**src/rtl/regfile_wb_arbiter.sv**
```systemverilog
// Round-robin arbiter for the ALU/load writeback ports, plus a per-register pending scoreboard.
// Latency: a grant is combinational, and the register-file write happens 1 cycle after acceptance.
// Backpressure: only the loser of a conflict stalls; grants alternate, so neither requester waits forever.
module regfile_wb_arbiter #(
    parameter int DATA_W = 64,
    parameter int CNT_W  = 16
) (
    input  logic              clock,
    input  logic              reset_n,
    input  logic              a_valid,
    output logic              a_ready,
    input  logic [4:0]        a_reg,
    input  logic [DATA_W-1:0] a_data,
    input  logic              b_valid,
    output logic              b_ready,
    input  logic [4:0]        b_reg,
    input  logic [DATA_W-1:0] b_data,
    input  logic              issue_valid,
    input  logic [4:0]        issue_reg,
    output logic              RegWrite,
    output logic [5:0]        WriteReg,
    output logic [DATA_W-1:0] WriteData,
    output logic [31:0]       pending,
    output logic [CNT_W-1:0]  conflict_cnt
);

    localparam logic [4:0] XZR = 5'd31;

    logic              last_b;     // 1 when B holds the most recent grant
    logic              accept_a;
    logic              accept_b;
    logic [4:0]        sel_reg;
    logic [DATA_W-1:0] sel_data;
    logic              do_write;
    logic [30:0]       pend_q;
    logic [30:0]       set_vec;
    logic [30:0]       clr_vec;

    // Grant: a lone requester wins; on a conflict, the side not granted last wins. No grants while in reset.
    always_comb begin
        a_ready = 1'b0;
        b_ready = 1'b0;
        if (reset_n) begin
            if (a_valid && (!b_valid || last_b)) begin
                a_ready = 1'b1;
            end else if (b_valid) begin
                b_ready = 1'b1;
            end
        end
    end

    assign accept_a = a_valid && a_ready;
    assign accept_b = b_valid && b_ready;
    assign sel_reg  = accept_a ? a_reg  : b_reg;
    assign sel_data = accept_a ? a_data : b_data;
    // Writes to XZR complete the handshake but never reach the register file.
    assign do_write = (accept_a || accept_b) && (sel_reg != XZR);

    // Register 31 is never tracked; a shift by 31 in a 31-bit vector yields zero anyway.
    assign set_vec = (issue_valid && issue_reg != XZR) ? (31'd1 << issue_reg) : 31'd0;
    assign clr_vec = RegWrite ? (31'd1 << WriteReg[4:0]) : 31'd0;
    assign pending = {1'b0, pend_q};

    // Round-robin pointer: moves only when a request is actually accepted.
    always_ff @(posedge clock or negedge reset_n) begin
        if (!reset_n) begin
            last_b <= 1'b1;
        end else if (accept_a) begin
            last_b <= 1'b0;
        end else if (accept_b) begin
            last_b <= 1'b1;
        end
    end

    // Register-file write port: the pulse lasts one cycle, while address and data hold until the next real write.
    always_ff @(posedge clock or negedge reset_n) begin
        if (!reset_n) begin
            RegWrite  <= 1'b0;
            WriteReg  <= 6'd0;
            WriteData <= '0;
        end else begin
            RegWrite <= do_write;
            if (do_write) begin
                WriteReg  <= {1'b0, sel_reg};
                WriteData <= sel_data;
            end
        end
    end

    // Pending scoreboard: the clear is applied first and the set ORed after, so a same-register set wins.
    always_ff @(posedge clock or negedge reset_n) begin
        if (!reset_n) begin
            pend_q <= '0;
        end else begin
            pend_q <= (pend_q & ~clr_vec) | set_vec;
        end
    end

    // Conflict counter: counts cycles in which both sides request, and saturates rather than wrapping.
    always_ff @(posedge clock or negedge reset_n) begin
        if (!reset_n) begin
            conflict_cnt <= '0;
        end else if (a_valid && b_valid && (conflict_cnt != {CNT_W{1'b1}})) begin
            conflict_cnt <= conflict_cnt + CNT_W'(1);
        end
    end

endmodule

```
**config.mk**
```make
export PLATFORM = sky130hd
export DESIGN_NAME = regfile_wb_arbiter
export DESIGN_NICKNAME = d
export VERILOG_FILES = /design/src/rtl/regfile_wb_arbiter.sv
export SDC_FILE = /design/constraint.sdc
export NUM_CORES = 1
export LEC_CHECK = 0
export BUFFER_PORTS_ARGS = -buffer_cell sky130_fd_sc_hd__buf_2
export CORE_UTILIZATION = 40
export CTS_BUF_LIST = sky130_fd_sc_hd__clkbuf_16
export DETAILED_ROUTE_END_ITERATION = 10
export PLACE_DENSITY = 0.71
export SKIP_LAST_GASP = 1
export SLEW_MARGIN = 15
export SYNTH_ARGS = -nofsm -noshare
export SYNTH_HDL_FRONTEND = slang
export SYNTH_SLANG_ARGS = --single-unit
```
**constraint.sdc**
```tcl
create_clock -name clock -period 2.2 [get_ports clock]
set_input_delay 0.22 -clock clock [delete_from_list [all_inputs] [get_ports clock]]
set_output_delay 0.22 -clock clock [all_outputs]
set_load 0.01 [all_outputs]
```
==> flow_metrics.tcl <==
set metrics [dict create \
    synth_top_family_by_area "compound AO/OA/AOI/OAI gates" \
    fin_crit_ns 2.052 \
    via_per_inst 5.007 \
    hold_viol 0 \
    postCtsSetupBuffers 0 \
    yosysSeqAreaShare_pct 54.25 \
    p_sw_share_pct 30.50 \
    cts_buffers 17 \
    synthXorXnorAreaFrac_pct 2.252 \
    fin_area_um2 7553 \
    seq_area_um2 2954 \
    yosysTopAreaCell "dfrtp_1" \
    nFillCells 1235 \
    min_path_type "in -> async" \
    ys_warn_count 0 \
    synth.area.mux_share_pct 12.91 \
    route.detailed.drc 0 \
    comb_power_share_pct 24.4 \
    critPathRequiredTime_ns 1.98 \
    pin_count 269 \
    cts-root-buf "clkbuf_16" \
    synth.avg_cell_area_um2 10.41 \
    tritoncts "done" \
    ir_drop_mv 0.4991 \
    power_mw 7.061 \
    startpoint_type "flip-flop" \
    drive_above_1_share_pct 39.75 \
    slowest_stage "dfstp_2" \
    place_area_um2 7020 \
    period_share_pct 93.26 \
    p_switching_mw 2.153 \
    cts.repair.resized 0 \
    slew_viol_final 0 \
    synth_top_cell_area_share_pct 53.77 \
    path_cells "and2b_1 -> nor2_4 -> buf_12 -> buf_16 -> buf_2" \
    grt_pass1_vias 4768 \
    path_class "reg -> out" \
    wl_per_cell_um 15.49 \
    p_seq_share_pct 42.0 \
    globalplace.congestion 0.8202 \
    antenna_found_initial 0 \
    post-route-util_pct 57.04 \
    worst-endpoint-arrival_ns 1.83 \
    synthToLayoutAreaGrowth_pct 38.72 \
    fmax_ghz 0.4874 \
    io_buffers 266 \
    synth_area_um2 5445 \
    status "completed" \
    clock-sinks 118 \
    worst_pin_slew_ns 0.8267 \
    synthAdderAreaFrac_pct 0.2298 \
    multi_input_area_um2 2340 \
    fin_nets 949 \
    pwr-share-clk_pct 33.6 \
    wl_um 15270 \
    skew_ns 0.005988 \
    end_kind "primary output" \
    cellPowerDensity_nw_per_um2 934.8 \
    p_leak_nw 3.575 \
    tns_ns 0 \
    clk_pin_slew_ns 0.05 \
    num_vias 4937 \
    start_util_pct 41.12 \
    rows 42 \
    clk_path_buf_depth 2 \
    chipHeight_um 118.7 \
    track_usage_pct 22.03 \
    drt_iter0_markers 281 \
    p_int_mw 4.907 \
    hold_buffers 0 \
    setup_viol 0 \
    max-slew-margin-rel_pct 44.89 \
    overflow 0 \
    rsz0062_at_grt "no" \
    synth_compound_area_share_pct 14.41 \
    die_w_um 118.7 \
    max-cap-violations 0 \
    htreeDepth 4 \
    synthCells 523 \
    grt_max_degree 106 \
    cp_max_fo 16 \
    ant_nets 0 \
    diodes 0 \
    clk_latency_ns 0.40 \
    firstDrtPassIters 4 \
    synth_area_leaders "dfrtp_1 54%, mux2i_1 13%, o21ai_0 11%, nand2_1 5.2%, xnor2_1 1.9%" \
    synthDistinctLibCells 47 \
    hpwl_um 11440 \
    dieArea_um2 14080 \
    synth_seq_cells 118 \
    fp.coreArea_um2 13240 \
    max_stage_delay_ns 0.54 \
    grt_pass1_wl_um 24250 \
    yosys.area_share.simple_pct 12.82 \
]
## synthesized netlist by cell type (all sizes together)
| cell | number |
|---|---|
| and2b | 1 |
| mux2i | 68 |
| xnor2 | 12 |
| buf | 20 |
| mux2 | 2 |
| or3 | 2 |
| nand4 | 11 |
| nand3 | 14 |
| and3 | 3 |
| and4 | 1 |
| nor4 | 2 |
| and2 | 1 |
| conb | 1 |
| a21boi | 1 |
| o31ai | 1 |
| a41oi | 1 |
| clkbuf | 6 |
| nand3b | 4 |
| dfstp | 1 |
| a22o | 1 |
| a31oi | 1 |
| nand2 | 76 |
| nor2b | 1 |
| dfrtp | 117 |
| inv | 4 |
| a2bb2oi | 1 |
| or3b | 2 |
| nor3 | 1 |
| or2 | 8 |
| o21a | 4 |
| nor2 | 5 |
| o2111ai | 1 |
| ha | 1 |
| o221ai | 1 |
| xor2 | 2 |
| nand2b | 8 |
| a21oi | 8 |
| nand4b | 2 |
| o21ai | 127 |
## state kept, by name, summed over array words and instances (netlist names)
name and flops:
last_b 1, pend_q 31, WriteData 64, RegWrite 1, WriteReg 5, conflict_cnt 16
## metal layers
metal | up-vias | GRT usage, % | share of wire, %
li1 | 2420 | - | -
met3 | 25 | 4.199 | 5.2
met1 | 2313 | 29.33 | 45
met5 | - | 0 | 0
met2 | 179 | 35.45 | 48
met4 | 0 | 8.465 | 2.1
## path summary, 6_finish.rpt
path / startpoint / end / slack (ns) / depth (start not counted)
setup reg to reg: last_b / WriteData[37] / 0.29 / 5
min in group clock: reset_n / last_b / 0.09 / 2
hold reg to reg: WriteData[25] / WriteData[25] / 0.47 / 2
hold / removal: reset_n / WriteData[13] / 0.04 / 2
setup / recovery: last_b / a_ready / 0.15 / 5
max in group asynchronous: reset_n / WriteData[58] / 0.98 / 3
## critical path: cells and delay by family (launching register included)
family                 cells  cell delay (ns)
buffers and inverters      3             0.52
flip-flops                 1             0.54
AND/OR/NAND/NOR            2             0.36
## power groups by stage
stage          Clock, mW  Combinational [mW]  Sequential, mW
2_1_floorplan          0               0.608            3.19
3_3_place_gp           0                1.69            2.99
3_5_place_dp           0                1.73            2.99
4_1_cts             2.41                1.73            2.97
5_1_grt             2.52                1.91            3.03
6_report            2.37                1.72            2.97
## layout make-up
class	count	area share (%)
inverters	4	0.1988
flip-flops and latches	118	39.11
repair buffers	283	20.18
clock inverters	12	0.9939
well taps	176	2.915
clock buffers	17	5.632
multi-input cells	376	30.98
## metrics by stage
| step | instances | worst slack [ns] | hold WS, ns |
|---|---|---|---|
| after CTS | 985 | 0.04576 | 0.07115 |
| after floorplan | 524 | 0.4177 | -0.07559 |
| final | 986 | 0.1482 | 0.04447 |
| after global routing | 986 | 0.04868 | 0.09821 |
| after global placement | 956 | 0.3784 | 0.4555 |
| after detailed placement | 956 | 0.3175 | 0.4647 |
## cells by family after synthesis
logic type,after synthesis
AO/OA/AOI/OAI,147
XOR/XNOR,14
adder cells (fa/ha/maj),1
buffers and inverters,30
flip-flops,118
multiplexers,70
other,1
AND/OR/NAND/NOR,142
## placed cells by master (no fill, tap or decap), drive strengths merged, types with 2 or more instances in the layout
cell	n
and3	3
clkinv	8
inv	7
nand3	14
dfrtp	117
nand4b	2
conb	2
or3	2
a21oi	8
mux2	2
nor4	2
nand2b	8
nand4	11
or2	8
clkbuf	18
nor2	5
buf	282
xnor2	12
o21a	4
xor2	2
mux2i	68
nand3b	4
nand2	76
or3b	2
o21ai	127
No activity file was read; power rests on OpenSTA's default activity.
